[src/rtl/branch_cmp_unit.sv]
// Branch-condition unit: evaluates one of eight compares on two operands and queues the result, plus a count of taken branches.
// Latency: a request accepted on a rising edge appears at the queue head (out_*) right after that edge.
// Backpressure: a 2-entry result queue; in_ready depends only on the occupancy count (it drops when full) and never on out_ready.
//
// Ports:
//   clk, reset_n                  clock, asynchronous active-low reset
//   in_valid/in_ready             request handshake; in_op, in_a, in_b, in_tag are the request fields
//   flush                         synchronous discard of every queued result (wins over push/pop)
//   out_valid/out_ready           result handshake; out_taken, out_equal, out_neg, out_tag come from the head entry
//   cnt_clr, taken_count          synchronous clear and saturating count of taken results that were popped
module branch_cmp_unit #(
    parameter int WIDTH = 32,
    parameter int TAG_W = 5,
    parameter int CNT_W = 16
) (
    input  logic             clk,
    input  logic             reset_n,
    input  logic             in_valid,
    output logic             in_ready,
    input  logic [2:0]       in_op,
    input  logic [WIDTH-1:0] in_a,
    input  logic [WIDTH-1:0] in_b,
    input  logic [TAG_W-1:0] in_tag,
    input  logic             flush,
    output logic             out_valid,
    input  logic             out_ready,
    output logic             out_taken,
    output logic             out_equal,
    output logic             out_neg,
    output logic [TAG_W-1:0] out_tag,
    input  logic             cnt_clr,
    output logic [CNT_W-1:0] taken_count
);

    typedef enum logic [2:0] {
        OP_EQ  = 3'b000,
        OP_NE  = 3'b001,
        OP_LTZ = 3'b010,
        OP_GEZ = 3'b011,
        OP_GTZ = 3'b100,
        OP_LEZ = 3'b101,
        OP_LT  = 3'b110,
        OP_LTU = 3'b111
    } op_e;

    typedef struct packed {
        logic             taken;
        logic             equal;
        logic             neg;
        logic [TAG_W-1:0] tag;
    } res_t;

    res_t       head;      // oldest entry, drives out_*
    res_t       tail;      // second entry, only meaningful when count==2
    res_t       new_res;
    logic [1:0] count;
    logic       push;
    logic       pop;

    logic a_zero;
    logic a_neg;
    logic a_eq;
    logic lt_s;
    logic lt_u;
    logic taken;

    always_comb begin
        a_zero = (in_a == '0);
        a_neg  = in_a[WIDTH-1];
        a_eq   = (in_a == in_b);
        lt_s   = ($signed(in_a) < $signed(in_b));
        lt_u   = (in_a < in_b);
        taken  = 1'b0;
        case (op_e'(in_op))
            OP_EQ:   taken = a_eq;
            OP_NE:   taken = !a_eq;
            OP_LTZ:  taken = a_neg;
            OP_GEZ:  taken = !a_neg;
            OP_GTZ:  taken = !a_neg && !a_zero;
            OP_LEZ:  taken = a_neg || a_zero;
            OP_LT:   taken = lt_s;
            OP_LTU:  taken = lt_u;
            default: taken = 1'b0;
        endcase
        new_res = '{taken: taken, equal: a_eq, neg: a_neg, tag: in_tag};
    end

    assign in_ready  = (count != 2'd2);
    assign out_valid = (count != 2'd0);
    assign push      = in_valid && in_ready;
    assign pop       = out_valid && out_ready;

    assign out_taken = head.taken;
    assign out_equal = head.equal;
    assign out_neg   = head.neg;
    assign out_tag   = head.tag;

    // The head stays in place after the last pop so out_* hold their final value while empty.
    always_ff @(posedge clk or negedge reset_n) begin
        if (!reset_n) begin
            count <= 2'd0;
            head  <= '0;
            tail  <= '0;
        end else if (flush) begin
            count <= 2'd0;
        end else begin
            case ({push, pop})
                2'b10: begin
                    if (count == 2'd0) begin
                        head <= new_res;
                    end else begin
                        tail <= new_res;
                    end
                    count <= count + 2'd1;
                end
                2'b01: begin
                    if (count == 2'd2) begin
                        head <= tail;
                    end
                    count <= count - 2'd1;
                end
                // Push and pop together only happens with count==1: the new entry replaces the head.
                2'b11: head <= new_res;
                default: ;
            endcase
        end
    end

    // Flushed entries are discarded, never counted, so a pop under flush is ignored here.
    always_ff @(posedge clk or negedge reset_n) begin
        if (!reset_n) begin
            taken_count <= '0;
        end else if (cnt_clr) begin
            taken_count <= '0;
        end else if (pop && !flush && head.taken && (taken_count != {CNT_W{1'b1}})) begin
            taken_count <= taken_count + 1'b1;
        end
    end

endmodule

[config.mk]
export PLATFORM = sky130hd
export DESIGN_NAME = branch_cmp_unit
export DESIGN_NICKNAME = d
export VERILOG_FILES = /design/src/rtl/branch_cmp_unit.sv
export SDC_FILE = /design/constraint.sdc
export NUM_CORES = 1
export LEC_CHECK = 0
export BUFFER_PORTS_ARGS = -buffer_cell sky130_fd_sc_hd__buf_2
export CAP_MARGIN = 40
export CORE_UTILIZATION = 44
export CTS_CLUSTER_DIAMETER = 50
export DETAILED_ROUTE_END_ITERATION = 8
export PLACE_DENSITY = 0.77
export SLEW_MARGIN = 20
export SYNTH_ARGS = -nofsm -noshare
export SYNTH_HDL_FRONTEND = slang
export SYNTH_SLANG_ARGS = --single-unit
[constraint.sdc]
create_clock -name clk -period 1.9 [get_ports clk]
set_input_delay 0.475 -clock clk [delete_from_list [all_inputs] [get_ports clk]]
set_output_delay 0.475 -clock clk [all_outputs]
set_load 0.03 [all_outputs]
==> impl_metrics.toml <==
[status]
status = "finished, violations left"
violations = "negative setup slack"

[global_route]
grt_pass1_vias = 3136
grt-ovfl-total = 0
grt_max_degree = 19
antenna_found_initial = 0
grt_pass1_wl_microns = 13300
grt.total_usage_pct = 27.7

[sta]
grt_setup_unrepaired = "true"
timing.final.ws_setup_ns = -0.337
whs_ns = 0.431
drv_slew = 0
fin_crit_sh_pct = 118
max_freq_mhz = 447
post-route-min-period_ns = 2.24
hold_viol = 0
max-slew-margin-rel_pct = 66.3
final-setup-viol-count = 8
clock_skew_ns = 0.00672
worst_pin_slew_ns = 0.506

[setup_path]
arrival_ns = 2.40
critPathKind = "input port to flop"
cp-end-kind = "flop"
critical_path_required_ns = 2.07
path_max_fanout = 2
reg2reg_depth = 8
critPathLaunchType = "input port"

[cts]
cts.clk_slew.worst_paths_ns = 0.07
clock_path_buffers = 2
cts_tree = "yes"
cts-root-buf = "clkbuf_8"
clkLatencyLatePin_ns = 0.29
numCtsBuffers = 5
clock_sinks = 34
cts_max_level = 2

[logic_synthesis]
syn_area_sq_um = 2550
yosys-top-cells-area = "dfrtp_1 33%, ha_1 16%, inv_1 5.7%"
synth_seq_cells = 34
synth_top_area_share_pct = 33.3
ys_seq_area_share_pct = 33.3
syn_area_per_cell_sq_um = 8.74
synth_nets = 403
synthArstFlopShare_pct = 100
synthFlopType = "dfrtp_1"
yosysTopAreaCell = "dfrtp_1"
yosysWarnings = 0
syn_inst = 292
synth_edf_count = 0
synth.distinct_cells = 44
yosys.cell_count.top_type = "inv_1"
synth_common_cells = "39 x inv_1, 34 x dfrtp_1, 33 x ha_1, 29 x nor2_1, 28 x a21oi_1"

[cells_and_area]
nets = 570
drive_gt1_share_pct = 56.5
final_util_pct = 79.4
fillCellCount = 345
syn2layout_area_growth_pct = 72.4
antenna_cells = 0

[detailed_routing]
ant_nets = 0
vias = 2935
wire_per_inst_microns = 15.9
drc_errors = 0
firstDrtPassIters = 4
totalWireLength_microns = 8440
drtIter0Drc = 155
vias_per_cell = 5.52

[worst_hold_path]
hold_path_depth = 2
min_path_type = "input port to flop"

[power]
vdd_drop_max_uv = 542
power.leakage_nw = 2.06
power_density_nw_per_um2 = 511
power_mw = 2.25

[placed_design]
hpwl_microns = 5690
port_buffers = 103
place_ws_ns = -0.766
gp_congestion = 0.875

[floorplan]
die_w_microns = 78.2
die_h_microns = 78.2
fp.dieArea_sq_um = 6110
io_pins = 104
start_util_pct = 46.1
rows = 27
core_area_sq_um = 5540

[run]
cap_violations = 0
==> area by class of cell <==
class                           instances  area [sq um]  area share, %
Timing Repair Buffer                  164          1150           26.2
Multi-Input combinational cell        215          2020           45.8
Tap cell                               72          90.1           2.05
Inverter                               39           174           3.95
Clock buffer                            5          68.8           1.56
Sequential cell                        34           858           19.5
Clock inverter                          3          40.0          0.910
==> critical path, cell delays in order <==
cell and delay (ns):
buf_6 0.10, ha_4 0.26, and4_4 0.23, or3b_4 0.41, o41ai_4 0.39, xnor2_1 0.18, o22ai_2 0.10, nor3_2 0.16
a21oi_1 0.10
==> per-layer routing <==
metal	share of wire, %	GRT usage [%]	routed length (microns)
met3	4.9	5.35	413
met4	4.7	15.6	394
met1	36	28.3	3060
met5	0	0	0
met2	54	52.2	4570
==> where the power goes <==
part | total (mW) | internal (mW) | switching (mW)
sequential | 0.847 | 0.803 | 0.0442
combinational | 0.746 | 0.368 | 0.378
clock | 0.655 | 0.386 | 0.269
total | 2.25 | 1.56 | 0.691
==> per-stage QoR <==
| stage | std cells | area [sq um] | TNS, ns |
|---|---|---|---|
| detailed placement | 508 | 3640 | -2.61 |
| global placement | 508 | 3640 | -2.18 |
| floorplan | 292 | 2720 | -3.41 |
| global route | 532 | 4400 | -2.20 |
| finish | 532 | 4400 | -1.05 |
| CTS | 531 | 4140 | -0.684 |
==> sequential cells by signal, summed over array words and instances (netlist names) <==
register	count
count	2
out_equal	1
out_neg	1
out_tag	5
out_taken	1
tail	8
taken_count	16
==> worst paths after layout <==
path                       slack [ns]           start              to
max in group asynchronous        0.89         reset_n  taken_count[0]
setup / recovery                -0.34        in_a[10]         tail[7]
hold / removal                   0.43       in_tag[1]         tail[1]
min in group asynchronous        0.53         reset_n  taken_count[8]
setup reg to reg                -0.10  taken_count[1]  taken_count[8]
hold reg to reg                  0.51         tail[1]         tail[1]
==> cell families (layout without fill, tap and decap cells) <==
kind of cell	after synthesis	in the layout	share of synthesized area, %
buf+inv	43	211	6.32
simple gates	103	103	21.4
fa+ha+maj	33	33	16.2
xor+xnor	12	12	4.12
flops	34	34	33.3
compound gates	53	53	12.8
mux	14	14	5.78
==> cell usage in the layout (no fill, tap or decap), types with 5 or more instances in the layout <==
master	instances
buf_2	79
buf_4	56
dfrtp_1	28
nor2_1	26
ha_4	25
buf_6	25
a21oi_1	23
inv_1	17
nand2_1	17
inv_2	16
nand4_1	13
o21ai_0	8
mux2i_1	8
ha_1	8
xnor2_1	7
nor4_1	7
mux2_2	6
dfrtp_2	6
nand3_1	5
or3_4	5
a21oi_2	5
clkbuf_8	5
==> timing repair <==
action / in CTS / in global routing
hold endpoints to repair: 4 / 0
gates resized for setup: 43 / 61
hold buffers: 1 / 0
setup buffers: 14 / 7
pin swaps: 25 / 32
endpoints found under the setup margin: 13 / 13
(Power assumes the default switching activity.)
